===== src/rtl/pipelined_cla_addsub.sv =====
// Pipelined carry-lookahead adder/subtractor. It resolves one BLOCK-bit CLA group per stage
// and registers the group carry between stages. It has a valid/ready handshake with
// backpressure and registered ALU status flags.
module pipelined_cla_addsub #(
    parameter int unsigned WIDTH = 16,
    parameter int unsigned BLOCK = 4
) (
    input  logic             clk,
    input  logic             reset,
    input  logic             in_valid,
    output logic             in_ready,
    input  logic [WIDTH-1:0] a,
    input  logic [WIDTH-1:0] b,
    input  logic             cin,
    input  logic             sub,
    output logic             out_valid,
    input  logic             out_ready,
    output logic [WIDTH-1:0] r,
    output logic             cout,
    output logic             ovf,
    output logic             zero,
    output logic             neg
);

    // Guarded divisor so a bad BLOCK reports the check below instead of a divide-by-zero.
    localparam int unsigned BlkSafe = (BLOCK < 1) ? 1 : BLOCK;
    localparam int unsigned N       = WIDTH / BlkSafe;

    if ((BLOCK < 1) || ((WIDTH % BlkSafe) != 0)) begin : g_bad_params
        $error("pipelined_cla_addsub: WIDTH must be a non-zero multiple of BLOCK >= 1");
    end

    // One CLA group: returns {carry out, carry into group MSB, sum bits}. Each carry is the
    // flattened generate/propagate sum-of-products, so nothing ripples inside the group.
    function automatic logic [BLOCK+1:0] cla_group(input logic [BLOCK-1:0] ga,
                                                   input logic [BLOCK-1:0] gb,
                                                   input logic             gc);
        logic [BLOCK-1:0] p;
        logic [BLOCK-1:0] g;
        logic [BLOCK:0]   c;
        logic             t;
        p = ga ^ gb;
        g = ga & gb;
        for (int j = 0; j <= int'(BLOCK); j++) begin
            t = gc;
            for (int i = 0; i < j; i++) t = t & p[i];
            c[j] = t;
            for (int i = 0; i < j; i++) begin
                t = g[i];
                for (int m = i + 1; m < j; m++) t = t & p[m];
                c[j] = c[j] | t;
            end
        end
        return {c[BLOCK], c[BLOCK-1], p ^ c[BLOCK-1:0]};
    endfunction

    // Stage registers S1..SN (index 0..N-1).
    logic             valid_q [N];
    logic [WIDTH-1:0] res_q   [N];
    logic [WIDTH-1:0] a_q     [N];
    logic [WIDTH-1:0] b_q     [N];
    logic             c_q     [N];
    logic             cmsb_q;
    logic             zero_q;

    logic             valid_d [N];
    logic [WIDTH-1:0] res_d   [N];
    logic [WIDTH-1:0] a_d     [N];
    logic [WIDTH-1:0] b_d     [N];
    logic             c_d     [N];
    logic [BLOCK+1:0] grp     [N];
    logic             cmsb_d;
    logic             zero_d;
    logic [WIDTH-1:0] b_eff;
    logic             advance;

    assign advance = out_ready | ~valid_q[N-1];
    assign b_eff   = sub ? ~b : b;

    // Next-state of every stage: stage 0 takes preprocessed operands, stage k resolves group k.
    always_comb begin
        grp[0]     = cla_group(a[0 +: BLOCK], b_eff[0 +: BLOCK], sub ^ cin);
        valid_d[0] = in_valid;
        a_d[0]     = a;
        b_d[0]     = b_eff;
        c_d[0]     = grp[0][BLOCK+1];
        res_d[0]   = '0;
        res_d[0][0 +: BLOCK] = grp[0][BLOCK-1:0];
        for (int k = 1; k < int'(N); k++) begin
            grp[k]     = cla_group(a_q[k-1][k*BLOCK +: BLOCK], b_q[k-1][k*BLOCK +: BLOCK],
                                   c_q[k-1]);
            valid_d[k] = valid_q[k-1];
            a_d[k]     = a_q[k-1];
            b_d[k]     = b_q[k-1];
            c_d[k]     = grp[k][BLOCK+1];
            res_d[k]   = res_q[k-1];
            res_d[k][k*BLOCK +: BLOCK] = grp[k][BLOCK-1:0];
        end
        cmsb_d = grp[N-1][BLOCK];
        zero_d = ~|res_d[N-1];
    end

    // Shift the whole pipe on advance, hold everything otherwise; reset clears all state.
    always_ff @(posedge clk) begin
        if (reset) begin
            for (int k = 0; k < int'(N); k++) begin
                valid_q[k] <= 1'b0;
                res_q[k]   <= '0;
                a_q[k]     <= '0;
                b_q[k]     <= '0;
                c_q[k]     <= 1'b0;
            end
            cmsb_q <= 1'b0;
            zero_q <= 1'b0;
        end else if (advance) begin
            for (int k = 0; k < int'(N); k++) begin
                valid_q[k] <= valid_d[k];
                res_q[k]   <= res_d[k];
                a_q[k]     <= a_d[k];
                b_q[k]     <= b_d[k];
                c_q[k]     <= c_d[k];
            end
            cmsb_q <= cmsb_d;
            zero_q <= zero_d;
        end
    end

    assign in_ready  = advance;
    assign out_valid = valid_q[N-1];
    assign r         = res_q[N-1];
    assign cout      = c_q[N-1];
    assign ovf       = cmsb_q ^ c_q[N-1];
    assign zero      = zero_q;
    assign neg       = res_q[N-1][WIDTH-1];

endmodule

===== config.mk =====
export PLATFORM = sky130hd
export DESIGN_NAME = pipelined_cla_addsub
export DESIGN_NICKNAME = d
export VERILOG_FILES = /design/src/rtl/pipelined_cla_addsub.sv
export SDC_FILE = /design/constraint.sdc
export NUM_CORES = 1
export LEC_CHECK = 0
export BUFFER_PORTS_ARGS = -buffer_cell sky130_fd_sc_hd__buf_4
export CAP_MARGIN = 20
export CORE_ASPECT_RATIO = 0.9
export CORE_MARGIN = 2
export CORE_UTILIZATION = 55
export DETAILED_ROUTE_END_ITERATION = 16
export GPL_TIMING_DRIVEN = 0
export PLACE_DENSITY = 0.77
export RECOVER_POWER = 100
export SYNTH_ARGS = -nofsm -noshare
export SYNTH_HDL_FRONTEND = slang
export SYNTH_SLANG_ARGS = --single-unit

===== constraint.sdc =====
create_clock -name clk -period 7 [get_ports clk]
set_clock_uncertainty 0.05 [all_clocks]
set_input_delay 0.35 -clock clk [delete_from_list [all_inputs] [get_ports clk]]
set_output_delay 0.35 -clock clk [all_outputs]
set_load 0.1 [all_outputs]

## Yosys cells after proc, flatten, opt, wreduce, memory -nomap -nowiden

Memories as Yosys holds them, arrays and structs flattened.
Cells that the tools add are included.

| storage, ports and cells | value |
|---|---|
| logic and storage cells | 152 |
| memories | 5 |
| flip-flop bits (word level) | 2 |
| input bits | 38 |
| bits in writable memories | 200 |

Memory list:

| memory | depth | bits a word | read ports | clocked after Yosys merged registers in | write ports | line | source |
|---|---|---|---|---|---|---|---|
| a_q | 4 | 16 | 3 | 0 | 4 | 60 | `logic [WIDTH-1:0] a_q [N];` |
| b_q | 4 | 16 | 3 | 0 | 4 | 61 | `logic [WIDTH-1:0] b_q [N];` |
| res_q | 4 | 16 | 4 | 0 | 4 | 59 | `logic [WIDTH-1:0] res_q [N];` |
| c_q | 4 | 1 | 4 | 0 | 4 | 62 | `logic c_q [N];` |
| valid_q | 4 | 1 | 4 | 0 | 4 | 58 | `logic valid_q [N];` |

| operators by class | value |
|---|---|
| multiplexer cells | 26 |
| reduce and logical (&&, ||, !) cells | 2 |
| bitwise operators | 117 |

Operator list:

| kind | number |
|---|---|
| $mux 16 | 13 |
| $or 1x1->1 | 61 |
| $and 1x1->1 | 40 |
| $xor 4x4->4 | 8 |
| $and 4x4->4 | 4 |
| $not 16->16 | 1 |
| $reduce_or 16->1 | 1 |
| $mux 1 | 13 |
| $xor 1x1->1 | 2 |
| $logic_not 1->1 | 1 |
| $not 1->1 | 1 |

## Logic depth before layout (Yosys ltp)

Gate-level depths: netlist of the first run.

| depth | value |
|---|---|
| word-level depth | 12 |
| depth in mapped cells | 8 |
| gate-level depth less buffers | 7 |

## Least setup slack after synthesis of the first run

No wires, ideal clock.

| timing | value |
|---|---|
| kind | register -> register |
| from | memory valid_q[3] |
| to | memory a_q[0][10] (enable) |
| arrival | 3.766 ns |
| path buffers | 0 |
| stages on the path, launching flop included | 4 |
| path slack | 2.735 ns |
| cells stage by stage | edfxtp_1 > nand2b_1 > nor2_1 > inv_1 |

RTL lines:

| item | line |
|---|---|
| start: declaration | 58 |
| end: declaration | 60 |

==> metrics.txt, run 1 <==
outcome=completed; die area=8560 um2; 1st-iter DRT viols=roughly 150; biggest area consumer among synthesized cells=sky130_fd_sc_hd__edfxtp_1; dominant synthesized flop cell=sky130_fd_sc_hd__edfxtp_1; Slew @ Worst Pin=1.17 ns; Clock transition at path regs=about 0.1 ns; sequential element share of the synthesized area=0.678; most frequent cell after synthesis=sky130_fd_sc_hd__edfxtp_1; Resized Gates After CTS=0; sum of routed wire segments on met1=2860 um; row count=30; CP endpoint kind=flop; number of setup violations in the final report=0; layout cells sized above 1=0.155; Sequential Area=2920 um2; vias after detailed routing=around 2200; list of most frequent post-synthesis cells=sky130_fd_sc_hd__edfxtp_1 (96), sky130_fd_sc_hd__and2_1 (66), sky130_fd_sc_hd__nor2_1 (22), sky130_fd_sc_hd__ha_1 (20), sky130_fd_sc_hd__xnor2_1 (17); ordered list of cells on the worst path=nand2b_1, nor2_1, clkinvlp_2, buf_16; relative slew slack=0.215; routed len/inst=approximately 14 um; Power per Cell Area=approximately 240 nW/um2; maximum clock rate=around 0.38 GHz; Clock Path Buffers=2; last weighted congestion value of the routability-driven placer=roughly 0.79; Worst Path Max Fanout=70; hold bufs inserted after CTS=0; Pre-Repair DR Iteration Count=4; Clk Latency, worst-skew pair=~0.36 ns; Syn-to-layout area delta=15.8%; Antenna Nets Post-Route=0; met3 wire length=about 330 um; wire length after detailed routing=6270 um; Leak=2.09 nW; Peak supply drop=0.125 mV; sum of net half-perimeters after detailed placement=around 4300 um; CTS sink cnt=a little under 100; number of distinct library cell variants in the gate-level netlist after synthesis=28; largest net degree at the start of global routing=71; total congestion overflow after global routing=0; number of synthesized flops with an enable pin=96; total count of max-transition violations in the final report=0; number of diodes added for antenna fixing=0; IO Count=60; start-to-end type of the worst setup path=flop to flop; setup repair after global routing missed its margin=no; port buffer count=58; post-route clock period utilization=0.379; Synth Cell Area=4310 um2; area of combinational cells with multiple inputs=1310 um2; Post-Synthesis Cells=293; stage delay of the slowest cell on the critical path=0.95 ns; number of H-tree levels=3; number of flip-flops and latches in the synthesized netlist=98; most area-consuming cells after synthesis=sky130_fd_sc_hd__edfxtp_1 (67%), sky130_fd_sc_hd__and2_1 (9.6%), sky130_fd_sc_hd__ha_1 (5.8%); buffer count from post-CTS setup fixing=0; Data required, critical path=between 7 and 8 ns; worst-case setup slack after placement=4.66 ns; number of clock buffers inserted by TritonCTS=9; total cell area at the placement stage=4900 um2; starting density of the core=0.568; global-route usage over all layers=0.162; DRC=0; warnings from Yosys=0; final period demand of the worst path=2.65 ns; number of filler instances in the final layout=588; Post-Synthesis Net Count=355; CP arrival=2.67 ns; type of origin of the critical path=flop; minimum setup slack in the final design=4.35 ns; Async S/R FF share, synth=0; post-route cell area=4990 um2; clock tree from TritonCTS=done; proportion of netlist area held by the largest area contributor=0.669; post-DR vias/cell=a little under 5; CORE AREA=7580 um2; cell at the root of the clock tree=sky130_fd_sc_hd__clkbuf_8; number of global-route vias before repair=2219; die outline width=97.3 um; syn avg cell area=14.7 um2; Maximum Capacitance Violations=0; Die H=88.0 um; number of antenna violations at the first check in global routing=0; global-route wire length before repair=10600 um; cell type of the slowest stage on the worst timing path=sky130_fd_sc_hd__clkinvlp_2; WL met2=~2900 um; highest signal layer in the routed design=met4; net total in the final layout=425; number of failing hold endpoints at the final stage=0; worst min-delay path category=primary input to flop; setup TNS after final layout=0 ns
-- worst max-delay path, delay by kind of cell (launching register included) --
family | cells | cell delay [ns]
flip-flops | 1 | 0.36
buffers and inverters | 2 | 1.53
AND/OR/NAND/NOR | 2 | 0.36
-- final cells by class --
cell class / instances / area share
clock buffers: 9 / 0.0248
inverters: 5 / 0.00401
flip-flops and latches: 98 / 0.585
clock inverters: 7 / 0.0138
multi-input cells: 177 / 0.261
repair buffers: 59 / 0.0762
well taps: 96 / 0.0241
plain buffers: 13 / 0.0105
-- layout by cell type, fill, tap and decap left out, drive strengths merged --
master    instances
xor2              7
a21oi             3
clkbuf           43
nor2             22
dfxtp             2
ha               20
nand2             1
and2             67
buf              38
o21a             10
o211ai            1
o21ai             2
bufinv            1
and4              1
a311oi            1
fa                4
nand2b            3
inv               5
clkinvlp          2
edfxtp           96
a32o              1
or4               2
xnor2            17
and2b             1
nor3b             1
nor3             12
nor4              1
clkinv            4
-- path summary, 6_finish.rpt --
check	cells past startpoint	slack, ns	end	start
setup / recovery	4	4.35	a_q[0][12]$_SDFFCE_PN0P_	valid_q[3]$_DFFE_PP_
hold / removal	2	0.12	cmsb_q$_SDFFE_PP0N_	reset
setup reg to reg	4	4.35	a_q[0][12]$_SDFFCE_PN0P_	valid_q[3]$_DFFE_PP_
hold reg to reg	1	0.43	zero$_SDFFE_PP0N_	zero$_SDFFE_PP0N_
-- kinds of logic after synthesis --
family | Yosys count | share of synthesized area
DFF | 98 | 0.678
and+or+nand+nor | 111 | 0.149
buffers and inverters | 18 | 0.0180
xor gates and xnor gates | 24 | 0.0488
AOI/OAI and AO/OA | 18 | 0.0296
adders and majority gates | 24 | 0.0766
-- sequential cells by signal, summed over array words and instances (netlist names) --
| name | count |
|---|---|
| c_q | 4 |
| res_q | 40 |
| b_q | 24 |
| valid_q | 4 |
| zero | 1 |
| cmsb_q | 1 |
| a_q | 24 |
-- per-layer routing --
metal / global-route usage / vias up
li1: - / 1169
met1: 0.215 / 978
met2: 0.256 / 65
met3: 0.0375 / 18
met4: 0.0846 / 0
met5: 0 / -
-- through the flow --
step	utilization	power, W	cells	hold WS (ns)
floorplan	-	0.000840	293	0.372
global route	0.659	0.00127	464	0.110
CTS	0.671	0.00124	464	0.108
detailed placement	0.646	0.000889	448	0.420
finish	0.659	0.00122	464	0.116
global placement	0.642	0.000884	447	0.421
-- where the power goes --
part | switching, W | internal [W]
clock | 0.000187 | 0.000165
combinational | 0.000106 | 0.0000564
sequential | 0.0000140 | 0.000689
total | 0.000307 | 0.000910
Power figures use the tool's default switching activity.
==> inputs of run 2 (changes only) <==
==> constraint.sdc (replaced) <==
create_clock -name clk -period 2.6 [get_ports clk]
set_clock_uncertainty 0.05 [all_clocks]
set_input_delay 0.13 -clock clk [delete_from_list [all_inputs] [get_ports clk]]
set_output_delay 0.13 -clock clk [all_outputs]
set_load 0.1 [all_outputs]
==> run 2 against run 1 <==
- maximum frequency grew 19%
- total power grew to 2.7 times the previous value
- first-iteration DRC count shrank 47%
- final area grew 1.8%
- hold slack lost 0.10 ns
- critical path depth grew 1
- count of clock-buffer cells in the layout grew 1
- sequential share of layout area shrank 1.0 points
- final cell count grew 1.1%
- critical endpoint is now a_q[0][24]$_SDFFCE_PN0P_
- highest routed layer unchanged
==> metrics.txt, run 2 (synthesis results as in run 1) <==
net total in the final layout=431 (+1.4%); Die H=88.0 um (unchanged); part of the power in the clock network=0.302 (+0.013); Worst Path Max Fanout=36 (-49%); switching part of the total=0.237 (-0.0149); largest net degree at the start of global routing=37 (-48%); post-route clock period utilization=0.855 (+0.476); sum of net half-perimeters after detailed placement=4360 um (+0.23%); buffer count from post-CTS setup fixing=0 (unchanged); number of global-route vias before repair=2244 (+1.1%); Pre-Repair DR Iteration Count=4 (unchanged); layout cells sized above 1=0.153 (-0.00208); wire length after detailed routing=6090 um (-2.8%); number of diodes added for antenna fixing=0 (unchanged); Peak supply drop=0.267 mV (+110%); number of failing hold endpoints at the final stage=0 (unchanged); global-route usage over all layers=0.157 (-0.00533); maximum clock rate=0.450 GHz (+19%); vias after detailed routing=2296 (+3.0%); share of total power in combinational logic=0.132 (about the same); relative slew slack=0.222 (+0.00779); placed cell count=449 (+0.22%); reported net switching power=0.000793 W (+160%); post-route cell area=5080 um2 (+1.8%); Syn-to-layout area delta=17.9%; most common library cell in the layout ignoring fill and taps=sky130_fd_sc_hd__edfxtp_1; post-DR vias/cell=4.90 (+1.9%); DRC=0 (unchanged); die outline width=97.3 um (unchanged); final core occ=0.670 (+0.0116); CP arrival=2.27 ns (-0.40 ns); CTS sink cnt=98 (unchanged); number of antenna violations at the first check in global routing=0 (unchanged); die area=8560 um2 (unchanged); 1st-iter DRT viols=78 (-47%); number of clock buffers inserted by TritonCTS=9 (unchanged); register name with the most flops=res_q; Maximum Capacitance Violations=0 (unchanged); CORE AREA=7580 um2 (unchanged); number of H-tree levels=3 (unchanged); most used cells in the layout excluding fill and tap cells=sky130_fd_sc_hd__edfxtp_1 (96), sky130_fd_sc_hd__and2_0 (45), sky130_fd_sc_hd__buf_4 (37); starting density of the core=0.568 (unchanged); worst min-delay path category=primary input to flop; total internal power=0.00255 W (+180%); Clock Path Buffers=2 (unchanged); global-route wire length before repair=10400 um (-1.8%); port buffer count=58 (unchanged); Antenna Nets Post-Route=0 (unchanged); Data required, critical path=2.65 ns (-4.36 ns); Leak=2.12 nW (+1.5%); outcome=completed; type of origin of the critical path=flop; number of setup violations in the final report=0 (unchanged); max FFs per register=40 (unchanged); total cell area at the placement stage=4930 um2 (+0.74%); CP endpoint kind=flop; IO Count=60 (unchanged); Resized Gates After CTS=0 (unchanged); post-route non-filler standard cell count=469 (+1.1%); Slew @ Worst Pin=1.17 ns (-0.000221 ns); Clock transition at path regs=0.09 ns (about the same); largest registers=res_q x40, a_q x24, b_q x24; last weighted congestion value of the routability-driven placer=0.789 (-0.27%); sequential group share of total power=0.566 (-0.012); Clk Latency, worst-skew pair=0.34 ns (-0.02 ns); routed len/inst=13.0 um (-3.8%); total congestion overflow after global routing=0 (unchanged); row count=30 (unchanged); clock tree from TritonCTS=done; start-to-end type of the worst setup path=flop to flop; Power per Cell Area=658 nW/um2 (+170%); total count of max-transition violations in the final report=0 (unchanged); cell at the root of the clock tree=sky130_fd_sc_hd__clkbuf_8; setup repair after global routing missed its margin=no; R2R setup slack=0.38 ns (-3.97 ns); final period demand of the worst path=2.22 ns (-0.432 ns)
run 2: cell types whose count changed in the layout (fill, tap and decap cells not counted), sizes merged:
cell / previous run / this run
buf: 38 / 39
dlygate4sd3: 0 / 5
clkinv: 4 / 2
inv: 5 / 4
clkbuf: 43 / 44
bufinv: 1 / 2
run 2: layer usage:
layer  vias up  wire length (um)  track usage  share of wire
met5         -                 0            0              0
met4         0               112       0.0707          0.018
met3        11               286       0.0327          0.047
met2        61              2820        0.255           0.46
met1      1048              2870        0.209           0.47
li1       1176                 -            -              -
run 2: final timing paths:
kind                              from                  endpoint  cells after the start
hold reg to reg      zero$_SDFFE_PP0N_         zero$_SDFFE_PP0N_                      1
setup / recovery  valid_q[3]$_DFFE_PP_  a_q[0][24]$_SDFFCE_PN0P_                      5
setup reg to reg  valid_q[3]$_DFFE_PP_  a_q[0][24]$_SDFFCE_PN0P_                      5
hold / removal                    a[6]   a_q[0][6]$_SDFFCE_PN0P_                      2
run 2: per-stage QoR:
stage / worst slack (ns) / power, W / hold WS, ns / TNS (ns)
2_1_floorplan: -0.842 / 0.00226 / 0.152 / -80.79
3_3_place_gp: -0.292 / 0.00238 / 0.299 / -27.61
3_5_place_dp: 0.492 / 0.00239 / 0.293 / 0
4_1_cts: 0.471 / 0.00340 / 0.000948 / 0
5_1_grt: 0.211 / 0.00348 / 0.00855 / 0
6_report: 0.378 / 0.00334 / 0.0126 / 0
run 2: final cells by class:
class	count	area, um2
fillers	603	2500
flip-flops and latches	98	2920
inverters	5	22.5
clock inverters	5	80.1
multi-input cells	177	1310
plain buffers	13	52.6
clock buffers	10	128
well taps	96	120
repair buffers	65	443
run 2: power by group through the flow:
stage               clock [W]  combinational [W]  sequential (W)
floorplan                   0           0.000211         0.00205
global placement            0           0.000454         0.00193
detailed placement          0           0.000464         0.00193
CTS                   0.00103           0.000472         0.00189
global route          0.00109           0.000482         0.00191
finish                0.00101           0.000441         0.00189
run 2: critical path: stages, from the launching register on:
cell and delay [ns]:
sky130_fd_sc_hd__edfxtp_1 0.36, sky130_fd_sc_hd__nand2b_1 0.16, sky130_fd_sc_hd__nor2_1 0.26, sky130_fd_sc_hd__clkinvlp_4 0.54
sky130_fd_sc_hd__buf_12 0.38, sky130_fd_sc_hd__buf_12 0.20
run 2: timing repair:
item                                    4_1_cts  5_1_grt
endpoints found under the setup margin        0        0
hold endpoints to repair                      5        0
hold buffers                                  5        0
